`config.mk`:
```
export PLATFORM = sky130hd
export DESIGN_NAME = hazard_stall_ctrl
export DESIGN_NICKNAME = d
export VERILOG_FILES = /design/src/rtl/hazard_stall_ctrl.sv
export SDC_FILE = /design/constraint.sdc
export NUM_CORES = 1
export LEC_CHECK = 0
export CORE_AREA = 2 2 86 63
export CTS_CLUSTER_DIAMETER = 120
export CTS_CLUSTER_SIZE = 16
export DETAILED_ROUTE_END_ITERATION = 16
export DIE_AREA = 0 0 88 65
export MAX_ROUTING_LAYER = met4
export PLACE_DENSITY = 0.77
export SETUP_SLACK_MARGIN = 0.5
export SKIP_LAST_GASP = 1
export SYNTH_ARGS = -nofsm -noshare
export SYNTH_HDL_FRONTEND = slang
export SYNTH_SLANG_ARGS = --single-unit
```
`constraint.sdc`:
```
create_clock -name clk -period 1.5 [get_ports clk]
set_clock_uncertainty 0.1 [all_clocks]
set_input_delay 0.225 -clock clk [delete_from_list [all_inputs] [get_ports clk]]
set_output_delay 0.225 -clock clk [all_outputs]
set_load 0.03 [all_outputs]
```
`src/rtl/hazard_stall_ctrl.sv`:
```
// hazard_stall_ctrl: load-use stall, branch flush and memory-wait freeze sequencing for a 5-stage pipeline.
// Ports: clk/rst_n (async active-low); hazard inputs id_ex_*, if_id_*, ex_branch_taken, dmem_req/dmem_ready;
// controls pc_write, if_id_write, if_id_flush, id_ex_bubble, pipe_hold; hz_state (0 RUN, 1 STALL, 2 MEM_WAIT);
// perf_*_cnt saturating counters, live only when HAZARD_PERF_CNT_EN is defined, otherwise tied to 0.
module hazard_stall_ctrl #(
  parameter int LOAD_STALL_CYCLES = 1,
  parameter int CNT_W = 3
) (
  input  logic        clk,
  input  logic        rst_n,
  input  logic        id_ex_mem_read,
  input  logic [4:0]  id_ex_rd,
  input  logic [4:0]  if_id_rs1,
  input  logic [4:0]  if_id_rs2,
  input  logic        if_id_uses_rs1,
  input  logic        if_id_uses_rs2,
  input  logic        ex_branch_taken,
  input  logic        dmem_req,
  input  logic        dmem_ready,
  output logic        pc_write,
  output logic        if_id_write,
  output logic        if_id_flush,
  output logic        id_ex_bubble,
  output logic        pipe_hold,
  output logic [1:0]  hz_state,
  output logic [31:0] perf_stall_cnt,
  output logic [31:0] perf_flush_cnt,
  output logic [31:0] perf_wait_cnt
);
  typedef enum logic [1:0] {RUN = 2'd0, STALL = 2'd1, MEM_WAIT = 2'd2} st_t;
  st_t state, ret_state, nstate, nret, eff;
  logic [CNT_W-1:0] cnt, ncnt;
  logic lu, frz;
  assign lu = id_ex_mem_read & (id_ex_rd != 5'd0) &
              ((if_id_uses_rs1 & (if_id_rs1 == id_ex_rd)) | (if_id_uses_rs2 & (if_id_rs2 == id_ex_rd)));
  // Leaving MEM_WAIT applies the saved state's rules in the same cycle, so there is no dead cycle.
  assign eff = (state == MEM_WAIT) ? ret_state : state;
  assign frz = (state == MEM_WAIT) ? ~dmem_ready : (dmem_req & ~dmem_ready);
  assign hz_state = state;
  always_comb begin
    pc_write = 1'b0;
    if_id_write = 1'b0;
    if_id_flush = 1'b0;
    id_ex_bubble = 1'b0;
    pipe_hold = 1'b0;
    nstate = state;
    nret = ret_state;
    ncnt = cnt;
    if (!rst_n) begin
      if_id_flush = 1'b1;
      id_ex_bubble = 1'b1;
    end else if (frz) begin
      pipe_hold = 1'b1;
      if (state != MEM_WAIT) begin
        nret = state;
        nstate = MEM_WAIT;
      end
    end else if (eff == STALL) begin
      id_ex_bubble = 1'b1;
      ncnt = cnt - 1'b1;
      nstate = (cnt == CNT_W'(1)) ? RUN : STALL;
    end else if (ex_branch_taken) begin
      pc_write = 1'b1;
      if_id_write = 1'b1;
      if_id_flush = 1'b1;
      id_ex_bubble = 1'b1;
      nstate = RUN;
    end else if (lu) begin
      id_ex_bubble = 1'b1;
      ncnt = CNT_W'(LOAD_STALL_CYCLES - 1);
      nstate = (LOAD_STALL_CYCLES > 1) ? STALL : RUN;
    end else begin
      pc_write = 1'b1;
      if_id_write = 1'b1;
      nstate = RUN;
    end
  end
  always_ff @(posedge clk or negedge rst_n)
    if (!rst_n) begin
      state <= RUN;
      ret_state <= RUN;
      cnt <= '0;
    end else begin
      state <= nstate;
      ret_state <= nret;
      cnt <= ncnt;
    end
`ifdef HAZARD_PERF_CNT_EN
  logic [31:0] ps, pf, pw;
  always_ff @(posedge clk or negedge rst_n)
    if (!rst_n) begin
      ps <= '0;
      pf <= '0;
      pw <= '0;
    end else begin
      if (id_ex_bubble & ~if_id_flush & (ps != '1)) ps <= ps + 32'd1;
      if (if_id_flush & (pf != '1)) pf <= pf + 32'd1;
      if (pipe_hold & (pw != '1)) pw <= pw + 32'd1;
    end
  assign perf_stall_cnt = ps;
  assign perf_flush_cnt = pf;
  assign perf_wait_cnt = pw;
`else
  assign perf_stall_cnt = 32'h0;
  assign perf_flush_cnt = 32'h0;
  assign perf_wait_cnt = 32'h0;
`endif
endmodule

```
==> impl_metrics.tcl <==
set metrics [dict create \
    root_buffer "clkbuf_8" \
    place.gp.congestion 0.709 \
    wl_met1_um 966 \
    ios 126 \
    clock_latency_ns 0.23 \
    dpl.hpwl_um 1930 \
    h-tree-depth 1 \
    critPathArrivalTime_ns 1.53 \
    antenna_found_initial 0 \
    wirelength_um 2460 \
    grt-ovfl-total 0 \
    fp.coreArea_um2 4980 \
    wl_met2_um 1220 \
    hold_viol_final 0 \
    grt_max_degree 6 \
    num-nets-final 254 \
    leakagePower_nw 0.962 \
    grt_pass1_wl_um 3310 \
    track_usage_pct 7.50 \
    ant_nets 0 \
    wire_per_inst_um 8.19 \
    cp_data_required_time_ns 1.17 \
    cp-end-kind "output port" \
    synth_area_leader_cell "buf_4" \
    area_growth_pct 34.6 \
    n_antenna_cell 0 \
    numCtsBuffers 3 \
    preCtsSetupSlack_ns -0.803 \
    drt-vias-per-instance 3.16 \
    peakVddDrop_v 0.000235 \
    fin_setup_tns_ns -2.90 \
    drive_gt1_share_pct 33.8 \
    cp_max_fo 4 \
    drt-initial-drc-count 32 \
    rows 22 \
    die_h_um 65 \
    drv_slew 0 \
    setup_violations 11 \
    tritoncts "done" \
    top_layer "met4" \
    die_w_um 88 \
    grt_pass1_vias 770 \
    vias 948 \
    yosysWarnings 0 \
    hold_class "input port to asynchronous set/reset pin" \
    drc 0 \
    cts_hold_buf 0 \
    p_total_mw 1.28 \
    synth.distinct_cells 34 \
    setup_ws_ns -0.358 \
    synth_cells 166 \
    wl_met3_um 264 \
    clk_pin_slew_ns 0.04 \
    p_per_area_nw_per_um2 713 \
    period_share_pct 124 \
    die_area_um2 5720 \
    syn_area_um2 1330 \
    synth_top_area_share_pct 54.6 \
    violations "setup timing" \
    r2r_cells 8 \
    clock.fmax_mhz 538 \
    status "finished, violations left" \
    layout_commonest_cell "conb_1" \
    worstSetupPathType "flip-flop to output port" \
    maxCapViolCount 0 \
    synth.area.top_cells "buf_4 55%, dfrtp_1 13%, xor2_1 5.3%" \
    final.min_clock_period_ns 1.86 \
    start_util_pct 26.7 \
    firstDrtPassIters 4 \
    yosysSeqAreaShare_pct 13.1 \
    cts.sinks 7 \
    avgSynthCellArea_um2 8.03 \
    portBuffers 29 \
    r2r_slack_ns -0.25 \
    start_kind "flip-flop" \
    yosys_register_bits 7 \
    clk_path_buf_depth 2 \
    rsz0062_at_grt "yes" \
    final_cell_mix "96 x conb_1, 24 x buf_6, 21 x buf_4" \
]
## cell type report
cell class,instances,area (um2)
timing repair buffer,62,582
sequential,7,178
tap,72,90.1
clock buffer,4,45.0
inverter,5,18.8
fill,525,3190
multi-input combinational,150,881
## kinds of logic after synthesis
family	count (synthesis)	synth area share, %
AO/OA/AOI/OAI	14	7.70
XOR/XNOR	10	6.57
adder cells (fa/ha/maj)	2	1.88
buffers and inverters	104	56.8
flip-flops	7	13.1
multiplexers	1	0.845
other	1	0.281
AND/OR/NAND/NOR	27	12.8
## synth_stat cells
cell / number
or4_4: 1
o21ai_0: 3
xor2_1: 8
nor2_1: 1
or3_1: 2
buf_4: 97
conb_1: 1
a21oi_2: 1
o211ai_1: 2
nand2b_4: 1
xnor2_1: 2
nand2_1: 9
a22o_2: 1
o2111ai_1: 1
nor3_1: 1
nor3_2: 1
nor4bb_1: 1
nor2b_1: 2
mux2_2: 1
and2_0: 1
dfrtp_1: 7
and2_2: 1
a32oi_1: 1
nand3b_1: 1
buf_2: 2
nor3b_1: 1
inv_1: 5
nor4_1: 2
nand2b_1: 1
o211ai_2: 1
o21ai_2: 1
or4b_1: 1
ha_1: 2
a21oi_1: 3
## what timing repair did
action | CTS | global route
pin swaps | 24 | 10
setup buffers | 8 | 7
hold endpoints to repair | 0 | 0
endpoints found under the setup margin | 14 | 14
resized for setup | 82 | 6
## critical path, stage by stage (launching register included)
cell and delay (ns):
dfrtp_2 0.41, buf_6 0.12, nand2b_4 0.12, a21oi_4 0.07
nand2b_4 0.17, nor3b_4 0.25, buf_6 0.17
## routing by layer
layer	vias up	global-route usage, %
met2	59	11.7
li1	463	-
met5	-	-
met3	2	2.93
met1	424	9.20
met4	0	1.54
## state kept, by name (all words and copies together) (netlist names)
name,flops
cnt,3
hz_state,2
ret_state,2
## where the power goes
group | switching (mW) | internal [mW]
combinational | 0.514 | 0.266
sequential | 0.0220 | 0.213
clock | 0.0811 | 0.184
total | 0.617 | 0.662
## stage by stage
step | cells | hold WS (ns) | instance area, um2 | utilization (%)
global route | 300 | 0.0281 | 1790 | 36.0
CTS | 293 | 0.0204 | 1720 | 34.4
global placement | 281 | 0.383 | 1510 | 30.2
detailed placement | 281 | 0.383 | 1510 | 30.2
floorplan | 261 | -0.171 | 1760 | -
finish | 300 | 0.0225 | 1790 | 36.0
## final timing paths
kind | startpoint | end
worst min register to register | ret_state[0]$_DFFE_PN0P_ | ret_state[0]$_DFFE_PN0P_
worst max-delay path | hz_state[0]$_DFFE_PN0P_ | pc_write
worst max register to register | hz_state[0]$_DFFE_PN0P_ | ret_state[0]$_DFFE_PN0P_
worst min-delay path | rst_n | cnt[2]$_DFFE_PN0P_
max in group asynchronous | rst_n | hz_state[0]$_DFFE_PN0P_
min in group clk | dmem_ready | hz_state[1]$_DFFE_PN0P_
No activity file was read; power rests on OpenSTA's default activity.
